`config.mk`:
```
export PLATFORM = sky130hd
export DESIGN_NAME = fpadd_scheduler
export DESIGN_NICKNAME = d
export VERILOG_FILES = /design/src/rtl/fpadd_sched_pkg.sv /design/src/rtl/fpadd_scheduler_rr_arbiter.sv /design/src/rtl/fpadd_scheduler.sv
export SDC_FILE = /design/constraint.sdc
export NUM_CORES = 1
export LEC_CHECK = 0
export ABC_AREA = 1
export CAP_MARGIN = 20
export CORE_MARGIN = 4
export CORE_UTILIZATION = 46
export CTS_CLUSTER_SIZE = 12
export DETAILED_ROUTE_END_ITERATION = 10
export HOLD_SLACK_MARGIN = 0.06
export PLACE_DENSITY_LB_ADDON = 0.1
export RECOVER_POWER = 50
export SLEW_MARGIN = 0
export SYNTH_ARGS = -nofsm -noshare
export SYNTH_HDL_FRONTEND = slang
export SYNTH_SLANG_ARGS = --single-unit
```
`constraint.sdc`:
```
create_clock -name clk -period 3 [get_ports clk]
set_clock_uncertainty 0.05 [all_clocks]
set_input_delay 0.3 -clock clk [delete_from_list [all_inputs] [get_ports clk]]
set_output_delay 0.3 -clock clk [all_outputs]
set_load 0.05 [all_outputs]
```
`src/rtl/fpadd_sched_pkg.sv`:
```
// Shared types and width helpers for the fpadd_scheduler slice.
//
// Contents:
//   FP_W, OVF_W    operand/result width and adder overflow-flag width
//   fp_t, ovf_t    matching logic vector typedefs
//   id_width()     index width for an N-entry set (never less than 1)
//   cnt_width()    width able to hold the values 0..N inclusive
//
// The response record {id, z, ovf} depends on the requester count, so it is
// declared inside fpadd_scheduler where that parameter is known.
package fpadd_sched_pkg;

    localparam int FP_W  = 32;
    localparam int OVF_W = 2;

    typedef logic [FP_W-1:0]  fp_t;
    typedef logic [OVF_W-1:0] ovf_t;

    function automatic int id_width(input int n);
        return (n > 1) ? $clog2(n) : 1;
    endfunction

    function automatic int cnt_width(input int n);
        return $clog2(n + 1);
    endfunction

endpackage

```
`src/rtl/fpadd_scheduler_rr_arbiter.sv`:
```
// rr_arbiter: N-wide rotating-priority arbiter with a global enable.
//
// Ports:
//   clk_i        clock, rising edge
//   rst_ni       synchronous reset, active-low (pointer returns to 0)
//   en_i         allow a grant this cycle
//   req_i        request vector
//   gnt_o        one-hot grant (combinational)
//   gnt_valid_o  a grant is being given this cycle
//   gnt_idx_o    index of the granted requester
//
// Search order is ptr, ptr+1, ... wrapping at N. After a grant to i the
// pointer moves to i+1 so the winner becomes lowest priority next time.
module rr_arbiter
    import fpadd_sched_pkg::*;
#(
    parameter int  N     = 4,
    localparam int IDX_W = id_width(N)
) (
    input  logic             clk_i,
    input  logic             rst_ni,
    input  logic             en_i,
    input  logic [N-1:0]     req_i,
    output logic [N-1:0]     gnt_o,
    output logic             gnt_valid_o,
    output logic [IDX_W-1:0] gnt_idx_o
);

    logic [IDX_W-1:0] ptr_q;
    logic [IDX_W-1:0] ptr_d;
    logic [IDX_W:0]   cand;

    // Walk the priority order from lowest to highest priority so the last
    // hit (highest priority) is the one that sticks.
    always_comb begin
        gnt_o       = '0;
        gnt_valid_o = 1'b0;
        gnt_idx_o   = '0;
        cand        = '0;
        if (en_i) begin
            for (int k = N - 1; k >= 0; k--) begin
                cand = {1'b0, ptr_q} + (IDX_W + 1)'(k);
                if (cand >= (IDX_W + 1)'(N)) begin
                    cand = cand - (IDX_W + 1)'(N);
                end
                if (req_i[cand[IDX_W-1:0]]) begin
                    gnt_valid_o = 1'b1;
                    gnt_idx_o   = cand[IDX_W-1:0];
                end
            end
        end
        if (gnt_valid_o) begin
            gnt_o[gnt_idx_o] = 1'b1;
        end
    end

    always_comb begin
        ptr_d = ptr_q;
        if (gnt_valid_o) begin
            ptr_d = (gnt_idx_o == IDX_W'(N - 1)) ? '0 : gnt_idx_o + IDX_W'(1);
        end
    end

    always_ff @(posedge clk_i) begin
        if (!rst_ni) begin
            ptr_q <= '0;
        end else begin
            ptr_q <= ptr_d;
        end
    end

endmodule

```
`src/rtl/fpadd_scheduler.sv`:
```
// fpadd_scheduler: shares one pipelined floating-point adder among NREQ
// requesters. Requests are arbitrated round-robin, each issued operation
// carries its requester index down a tag pipe that tracks the adder
// latency, and results land in a small FIFO. Issue is credit-protected so
// the non-stallable adder can never overrun the FIFO.
//
// Ports:
//   clk        clock, rising edge
//   rst        synchronous reset, active-low
//   req_valid  [NREQ]        request per requester
//   req_ready  [NREQ]        one-hot grant (combinational)
//   req_x/y    [NREQ*32]     operands, requester i at bits [32*i +: 32]
//   add_x/y    [32]          registered operands to the adder
//   add_z      [32]          adder result
//   add_ovf    [2]           adder overflow flags
//   rsp_valid               FIFO head valid
//   rsp_ready               consumer accepts head
//   rsp_id     [ID_W]        requester index of head
//   rsp_z      [32]          head result
//   rsp_ovf    [2]           head overflow flags
//   busy                    op in flight or FIFO non-empty
module fpadd_scheduler
    import fpadd_sched_pkg::*;
#(
    parameter int  NREQ      = 4,
    parameter int  ADD_LAT   = 3,
    parameter int  RSP_DEPTH = 4,
    localparam int ID_W      = id_width(NREQ)
) (
    input  logic                 clk,
    input  logic                 rst,
    input  logic [NREQ-1:0]      req_valid,
    output logic [NREQ-1:0]      req_ready,
    input  logic [NREQ*FP_W-1:0] req_x,
    input  logic [NREQ*FP_W-1:0] req_y,
    output logic [FP_W-1:0]      add_x,
    output logic [FP_W-1:0]      add_y,
    input  logic [FP_W-1:0]      add_z,
    input  logic [OVF_W-1:0]     add_ovf,
    output logic                 rsp_valid,
    input  logic                 rsp_ready,
    output logic [ID_W-1:0]      rsp_id,
    output logic [FP_W-1:0]      rsp_z,
    output logic [OVF_W-1:0]     rsp_ovf,
    output logic                 busy
);

    localparam int CNT_W  = cnt_width(RSP_DEPTH);
    localparam int PTR_W  = id_width(RSP_DEPTH);
    // One stage for the operand register plus ADD_LAT adder stages.
    localparam int STAGES = ADD_LAT + 1;

    typedef struct packed {
        logic [ID_W-1:0] id;
        fp_t             z;
        ovf_t            ovf;
    } rsp_t;

    // ------------------------------------------------------------------
    // Operand unpacking
    // ------------------------------------------------------------------
    fp_t req_x_arr [NREQ];
    fp_t req_y_arr [NREQ];

    genvar gi;
    generate
        for (gi = 0; gi < NREQ; gi++) begin : g_unpack
            assign req_x_arr[gi] = req_x[gi*FP_W +: FP_W];
            assign req_y_arr[gi] = req_y[gi*FP_W +: FP_W];
        end
    endgenerate

    // ------------------------------------------------------------------
    // Arbitration and issue
    // ------------------------------------------------------------------
    logic [CNT_W-1:0] credit_q;
    logic [CNT_W-1:0] credit_d;
    logic             arb_en;
    logic             issue;
    logic [ID_W-1:0]  issue_id;
    logic [NREQ-1:0]  gnt;

    // No grants while held in reset or when every FIFO slot is spoken for.
    assign arb_en = rst && (credit_q != '0);

    rr_arbiter #(
        .N (NREQ)
    ) u_arb (
        .clk_i       (clk),
        .rst_ni      (rst),
        .en_i        (arb_en),
        .req_i       (req_valid),
        .gnt_o       (gnt),
        .gnt_valid_o (issue),
        .gnt_idx_o   (issue_id)
    );

    // The arbiter only grants asserted requests, so a grant is a handshake.
    assign req_ready = gnt;

    fp_t add_x_q;
    fp_t add_y_q;

    always_ff @(posedge clk) begin
        if (!rst) begin
            add_x_q <= '0;
            add_y_q <= '0;
        end else if (issue) begin
            add_x_q <= req_x_arr[issue_id];
            add_y_q <= req_y_arr[issue_id];
        end
    end

    assign add_x = add_x_q;
    assign add_y = add_y_q;

    // ------------------------------------------------------------------
    // Tag pipe: the last stage lines up with add_z/add_ovf of the same op
    // ------------------------------------------------------------------
    logic [STAGES-1:0] tag_valid_q;
    logic [ID_W-1:0]   tag_id_q [STAGES];

    always_ff @(posedge clk) begin
        if (!rst) begin
            tag_valid_q <= '0;
        end else begin
            tag_valid_q <= {tag_valid_q[STAGES-2:0], issue};
        end
    end

    // Ids only matter where the matching valid bit is set.
    always_ff @(posedge clk) begin
        tag_id_q[0] <= issue_id;
        for (int s = 1; s < STAGES; s++) begin
            tag_id_q[s] <= tag_id_q[s-1];
        end
    end

    // ------------------------------------------------------------------
    // Result FIFO
    // ------------------------------------------------------------------
    rsp_t             fifo_mem [RSP_DEPTH];
    logic [PTR_W-1:0] wr_ptr_q;
    logic [PTR_W-1:0] wr_ptr_d;
    logic [PTR_W-1:0] rd_ptr_q;
    logic [PTR_W-1:0] rd_ptr_d;
    logic [CNT_W-1:0] count_q;
    logic [CNT_W-1:0] count_d;
    logic             push;
    logic             pop;
    rsp_t             head;

    function automatic logic [PTR_W-1:0] ptr_inc(input logic [PTR_W-1:0] p);
        return (p == PTR_W'(RSP_DEPTH - 1)) ? '0 : p + PTR_W'(1);
    endfunction

    assign push      = tag_valid_q[STAGES-1];
    assign rsp_valid = rst && (count_q != '0);
    assign pop       = rsp_valid && rsp_ready;
    assign head      = fifo_mem[rd_ptr_q];

    assign rsp_id  = head.id;
    assign rsp_z   = head.z;
    assign rsp_ovf = head.ovf;

    always_ff @(posedge clk) begin
        if (push) begin
            fifo_mem[wr_ptr_q] <= '{id: tag_id_q[STAGES-1], z: add_z, ovf: add_ovf};
        end
    end

    always_comb begin
        wr_ptr_d = wr_ptr_q;
        rd_ptr_d = rd_ptr_q;
        count_d  = count_q;
        credit_d = credit_q;
        if (push) begin
            wr_ptr_d = ptr_inc(wr_ptr_q);
        end
        if (pop) begin
            rd_ptr_d = ptr_inc(rd_ptr_q);
        end
        case ({push, pop})
            2'b10:   count_d = count_q + CNT_W'(1);
            2'b01:   count_d = count_q - CNT_W'(1);
            default: count_d = count_q;
        endcase
        // A credit is held from issue until the result leaves the FIFO.
        case ({issue, pop})
            2'b10:   credit_d = credit_q - CNT_W'(1);
            2'b01:   credit_d = credit_q + CNT_W'(1);
            default: credit_d = credit_q;
        endcase
    end

    always_ff @(posedge clk) begin
        if (!rst) begin
            wr_ptr_q <= '0;
            rd_ptr_q <= '0;
            count_q  <= '0;
            credit_q <= CNT_W'(RSP_DEPTH);
        end else begin
            wr_ptr_q <= wr_ptr_d;
            rd_ptr_q <= rd_ptr_d;
            count_q  <= count_d;
            credit_q <= credit_d;
        end
    end

    // Credits make a push into a full FIFO unreachable; catch it if not.
    always_ff @(posedge clk) begin
        if (rst) begin
            a_no_overflow: assert (!(push && !pop && (count_q == CNT_W'(RSP_DEPTH))));
        end
    end

    assign busy = rst && ((|tag_valid_q) || (count_q != '0));

endmodule

```
### Yosys cells after proc, flatten, opt, wreduce, memory -nomap -nowiden

Memories as Yosys holds them, arrays and structs flattened. A register that Yosys moved wholly into a read port is not among the register bits.
Cells that the tools add are included.

* bits in registers: 80
* bits in writable memories: 152
* input port bits: 297
* output and inout bits: 106
* word-level logic and storage cells: 98
* memories kept: 2

* add/sub/neg operators: 14
* magnitude comparators: 11
* equal/unequal tests: 7
* muxes and demuxes: 44
* bitwise operators: 1
* reductions and logical operators: 11

Memory list
* fifo_mem: words 4, bits a word 36, rd ports 1, clocked after memory_dff 1, write ports 1, line fpadd_scheduler.sv:142 `rsp_t fifo_mem [RSP_DEPTH];`
* tag_id_q: words 4, bits a word 2, rd ports 4, clocked after memory_dff 0, write ports 4, line fpadd_scheduler.sv:121 `logic [ID_W-1:0] tag_id_q [STAGES];`

Operators with widths (number)
* 32-bit binary-select mux with 2-bit select: 2
* 32-bit two-way mux: 4
* 2-bit two-way mux: 18
* 2-bit by 3-bit less-than comparator with 1-bit output, second input constant: 5
* 3-bit greater-or-equal comparator, second input constant: 4
* 1-bit two-way mux: 12
* 3-bit case mux with 2 select lines: 2
* 2-bit equality test, second input constant: 5
* 1-bit binary-select mux with 2-bit select: 4
* 2-bit by 1-bit subtractor with 2-bit output, second input constant: 4
* 2-bit by 1-bit adder with 2-bit output, second input constant: 3
* 2-bit by 2-bit adder with 3-bit output, second input constant: 2
* 3-bit by 1-bit adder with 3-bit output, second input constant: 2
* 3-bit nonzero test: 2
* 3-bit by 1-bit subtractor with 3-bit output, second input constant: 2
* 1-bit logical AND: 5
* 2-bit by 1-bit equality test with 1-bit output, second input constant: 2
* 4-bit two-way mux: 1
* 2-bit nonzero test: 2
* 4-bit OR reduction: 1
* 2-bit by 1-bit adder with 3-bit output, second input constant: 1
* 2-bit by 3-bit greater-or-equal comparator with 1-bit output, second input constant: 1
* 2-bit inverter with 3-bit output: 1
* 1-bit demux with 2-bit select: 1
* 2 further kinds: 2

### Longest topological paths before layout

* word-level depth: 16
* mapped depth: 17
* gate-level depth less buffers: 15

### By module

Synthesis repeated with hierarchy kept, for this count alone.

* cell total of the unflattened synthesis: 1242
* area, all modules: 10825.4 µm²

Modules (own cells, without submodules)
* fpadd_scheduler: instances 1, cells an instance 1165, area an instance 10391.2 µm²
* rr_arbiter: instances 1, cells an instance 77, area an instance 434.2 µm²

### Least setup slack after synthesis

OpenSTA, ideal clock, no wires.

* path type: input -> register
* start: input port rst
* end: register count_q[2]
* library setup time: 0.122 ns
* arrival: 2.446 ns
* path slack: 0.382 ns
* stages: 11
* cells stage by stage: inv_1 nor2_1 nand2_1 inv_1 ha_1 inv_1 fa_1 a21oi_1 o21ai_0 o21ai_0 a21oi_1

* word-level cells in the longest chain between the ends: 4

RTL lines
* from (decl): line fpadd_scheduler.sv:31 `input logic rst,`
* 1-bit logical AND (*): line fpadd_scheduler.sv:158 `assign rsp_valid = rst && (count_q != '0);`
* net rsp_valid: line fpadd_scheduler.sv:40 `output logic rsp_valid,`
* 1-bit logical AND (*): line fpadd_scheduler.sv:159 `assign pop = rsp_valid && rsp_ready;`
* net pop: line fpadd_scheduler.sv:150 `logic pop;`
* 2-bit by 1-bit equality test with 1-bit output or 2-bit equality test (tied branches): line fpadd_scheduler.sv:183 `case ({push, pop})`
* 3-bit case mux with 2 select lines or 2-bit nonzero test (tied branches)
* to (signal assigned): line fpadd_scheduler.sv:205 `count_q <= count_d;`
* to (decl): line fpadd_scheduler.sv:147 `logic [CNT_W-1:0] count_q;`

The timed path passes the listed nets; every way through them passes the cells marked *.
A chain may end at the register's enable or synchronous reset.

### Worst setup path after layout

* start: register u_arb.ptr_q[1]
* end: output port req_ready[1]

* word-level cells in the longest chain between the ends: 16

RTL lines
* from (decl): line fpadd_scheduler_rr_arbiter.sv:29 `logic [IDX_W-1:0] ptr_q;`
* from (signal assigned): line fpadd_scheduler_rr_arbiter.sv:68 `ptr_q <= ptr_d;`
* 2-bit by 2-bit adder with 3-bit output: line fpadd_scheduler_rr_arbiter.sv:42 `cand = {1'b0, ptr_q} + (IDX_W + 1)'(k);`
* 3-bit greater-or-equal comparator or 2-bit by 1-bit subtractor with 2-bit output (tied branches): line fpadd_scheduler_rr_arbiter.sv:43, fpadd_scheduler_rr_arbiter.sv:44
* 2-bit two-way mux: line fpadd_scheduler_rr_arbiter.sv:43 `if (cand >= (IDX_W + 1)'(N)) begin`
* 2-bit two-way mux: line fpadd_scheduler_rr_arbiter.sv:40 `if (en_i) begin`
* 1-bit binary-select mux with 2-bit select: line fpadd_scheduler_rr_arbiter.sv:46 `if (req_i[cand[IDX_W-1:0]]) begin`
* 1-bit two-way mux (implied by the code): line fpadd_scheduler_rr_arbiter.sv:46
* 2-bit two-way mux (4 in series): line fpadd_scheduler_rr_arbiter.sv:46
* 2-bit two-way mux: line fpadd_scheduler_rr_arbiter.sv:40
* 2-bit by 3-bit less-than comparator with 1-bit output (implied by the code) or 2-bit by 1-bit greater-or-equal comparator with 1-bit output (tied branches): line fpadd_scheduler_rr_arbiter.sv:53 `gnt_o[gnt_idx_o] = 1'b1;`
* 1-bit logical AND (implied by the code): line fpadd_scheduler_rr_arbiter.sv:53
* 1-bit two-way mux (implied by the code): line fpadd_scheduler_rr_arbiter.sv:53
* 1-bit demux with 2-bit select
* 4-bit two-way mux (*): line fpadd_scheduler_rr_arbiter.sv:52 `if (gnt_valid_o) begin`
* to (decl): line fpadd_scheduler.sv:33 `output logic [NREQ-1:0] req_ready,`

Mark *: on every way between the ends. The rest lies on a longest branch, timed or not. The select of a mux whose other input is x is not followed.

==> metrics.txt <==
slowest CP cell dfxtp_1; Distinct cells, synth 30; synth warn 0; #FFs+latches synth between 200 and 250; worst rel slew slack -14.1%; total grt overflow 0; CTS tree yes; slowest stage delay, CP approximately 0.43 ns; routed len/inst between 15 and 20 um; Leakage slightly below 0.008 uW; syn_nets 1,877; crit path cell chain inv_2 -> nand2_1 -> nand2_1 -> nand2_1 -> nand3_1 -> o21ai_2 -> nand2_1 -> nand2_2 -> ha_1 -> inv_1 -> nor2_1 -> buf_12; commonest non-fill, non-tap cell in the layout nand2_1; Synth Instances between 1,500 and 2,000; Detail Placement HPWL 27.7 mm; Mapped Avg Cell Area 7.81 um^2; # Post-CTS Setup Buffers 0; critical path type flip-flop to primary output; RSZ-0062 raised after global routing false; pre-CTS setup slack 0.312 ns; row count 59; Initial Utilization a little under half; Layout area overhead 40.2%; Die Wd 171 um; vias 11,800; H-tree depth 1; most used cell, CP nand2_1; setup TNS 0 ns; die height 171 um; most frequent cells in the layout nand2_1 (353), clkdlybuf4s50_1 (327), inv_1 (284); drt drc 0; die outline area around 29,000 um^2; Setup crit end kind primary output; largest net degree at the start of global routing about 130; Top delay family on crit path simple AND/OR/NAND/NOR gates; final worst setup slack 0.203 ns; peak supply drop slightly above 0.0008 V; crit-path max FO 5; Port Buf Inserts 402; Seq/Total Area, Yosys between 50% and 60%; GR Util met2 45.5%; final period utilization between 90% and 100%; ratio of cells with drive above 1 in the final layout 5.87%; initial antenna violation count 14; Worst Tran Pin Value 1.71 ns; worst skew pair latency 0.52 ns; CTS Buffer Depth 3; routability cong. 0.929; min Tclk post-route 2.80 ns; Max Fclk ~360 MHz; Power Density approximately 860 nW/um^2; WP buf/inv 3; vias in the first global route between 10,000 and 15,000; maxcap violations 1; # setup viols final 0; routed wire length roughly 40 mm; clk root buf clkbuf_16; Max Slew Vio Count 75; met3 Track Usage GR between 7 and 8%; DRT antenna net count 0; Global Route Usage Sum 26.0%; Min-Delay Path Class input pin to flip-flop; fin nets 2,217; met1 Track Usage GR 31.0%; Hold Vio Cnt, Final 0; Core Region about 26,000 um^2; crit path launch type flip-flop; GR peak layer met2; Sinks on Clock Net 234; num ports between 400 and 500; outcome finished, violations left; CP arrival 2.45 ns; DR vias/cell 5.20; clk slew on worst S/H paths ~0.06 ns; CP required 2.65 ns; drt pass-1 iters 6; total CTS buffers 25; 1st-iter DRT viols 760; global-route wire length before repair 60.7 mm; failing checks capacitance limit, slew limit; cell area after synthesis 12,200 um^2
[layout make-up]
type / instances / area, um^2
Multi-Input combinational cell: 925 / 4490
Timing Repair Buffer: 428 / 4210
Fill cell: 2311 / 8980
Antenna cell: 9 / 22.5
Clock inverter: 8 / 93.8
Inverter: 293 / 1100
Clock buffer: 38 / 684
Sequential cell: 234 / 6130
Tap cell: 335 / 419
[kinds of logic (layout without fill, tap and decap cells)]
logic type / count (synthesis) / in the layout / share of synthesized area (%)
other cells: 0 / 9 / 0
compound gates: 133 / 133 / 6.01
xor+xnor: 1 / 1 / 0.0716
fa+ha+maj: 13 / 13 / 1.45
buf+inv: 408 / 767 / 13.6
simple gates: 778 / 778 / 28.8
flops: 234 / 234 / 50.1
[tightest hold or removal path: cells and delay by family]
family,cells,cell delay (ns)
buf+inv,2,0.28
simple gates,1,0.12
[path summary, 6_finish.rpt]
| kind | startpoint | endpoint | slack, ns | depth (start not counted) |
|---|---|---|---|---|
| min reg2reg | tag_id_q[1][1]$_DFF_P_ | tag_id_q[2][1]$_DFF_P_ | 0.27 | 0 |
| max | u_arb.ptr_q[1]$_SDFFE_PN0P_ | req_ready[1] | 0.20 | 12 |
| min | rst | count_q[1]$_SDFFE_PN0P_ | 0.18 | 3 |
| max reg2reg | u_arb.ptr_q[0]$_SDFFE_PN0P_ | add_y[28]$_SDFFE_PN0P_ | 0.27 | 11 |
[synthesized netlist by cell type]
cell | instances | area, um^2
buf_6 | 2 | 22.5
o21ai_0 | 81 | 405
nand3_2 | 4 | 40.0
clkbuf_1 | 53 | 199
o21ai_1 | 3 | 15.0
buf_4 | 14 | 105
nand2_1 | 355 | 1330
nand3_1 | 199 | 996
clkinv_1 | 1 | 3.75
o21ai_4 | 1 | 16.3
ha_1 | 11 | 138
buf_1 | 1 | 3.75
nor4_1 | 1 | 6.26
nand2_2 | 1 | 6.26
xor2_1 | 1 | 8.76
buf_2 | 45 | 225
dfxtp_1 | 90 | 1800
fa_1 | 2 | 40.0
inv_4 | 1 | 6.26
o31ai_1 | 1 | 7.51
nand4_1 | 128 | 801
nor3b_1 | 1 | 7.51
a21oi_1 | 10 | 50.1
o22ai_1 | 36 | 225
nor3_1 | 2 | 10.0
edfxtp_1 | 144 | 4320
a21oi_4 | 1 | 16.3
inv_1 | 288 | 1080
inv_2 | 3 | 11.3
nor2_1 | 87 | 327
[sequential cells by signal, indices dropped and copies added (netlist names), named ones only]
register     flops
count_q          3
tag_id_q         8
add_y           32
rd_ptr_q         2
credit_q         3
wr_ptr_q         2
tag_valid_q      4
u_arb.ptr_q      2
add_x           32
fifo_mem       144
[metrics by stage]
stage                     hold slack (ns)  instance area, um^2  util (%)  instances  power [uW]
final                               0.177                17100      65.6       2270       14700
after global routing                0.236                17100      65.6       2269       15600
after CTS                           0.117                17200      65.6       2261       14800
after detailed placement            0.262                16400      62.6       2215       11800
after global placement              0.260                16400      62.6       2215       11800
after floorplan                     0.260                12200         -       1567        9480
[layer usage]
metal,wire length [um],vias to the layer above,share of wire (%)
met3,3370,82,8.4
met1,15400,5465,38
met4,1170,12,2.9
met2,20200,446,50
li1,-,5807,-
met5,80,-,0.20
[what timing repair did]
action,CTS,global route
setup endpoints to repair,0,3
gates resized for setup,0,2
hold buffers,0,0
[where the power goes]
group          total [uW]  switching (uW)  leakage [uW]  internal [uW]
sequential           4240             295       0.00205           3940
combinational        7550            5150       0.00545           2400
clock                2940            1200      0.000373           1740
Note: power is estimated with default switching activity, not from simulation.
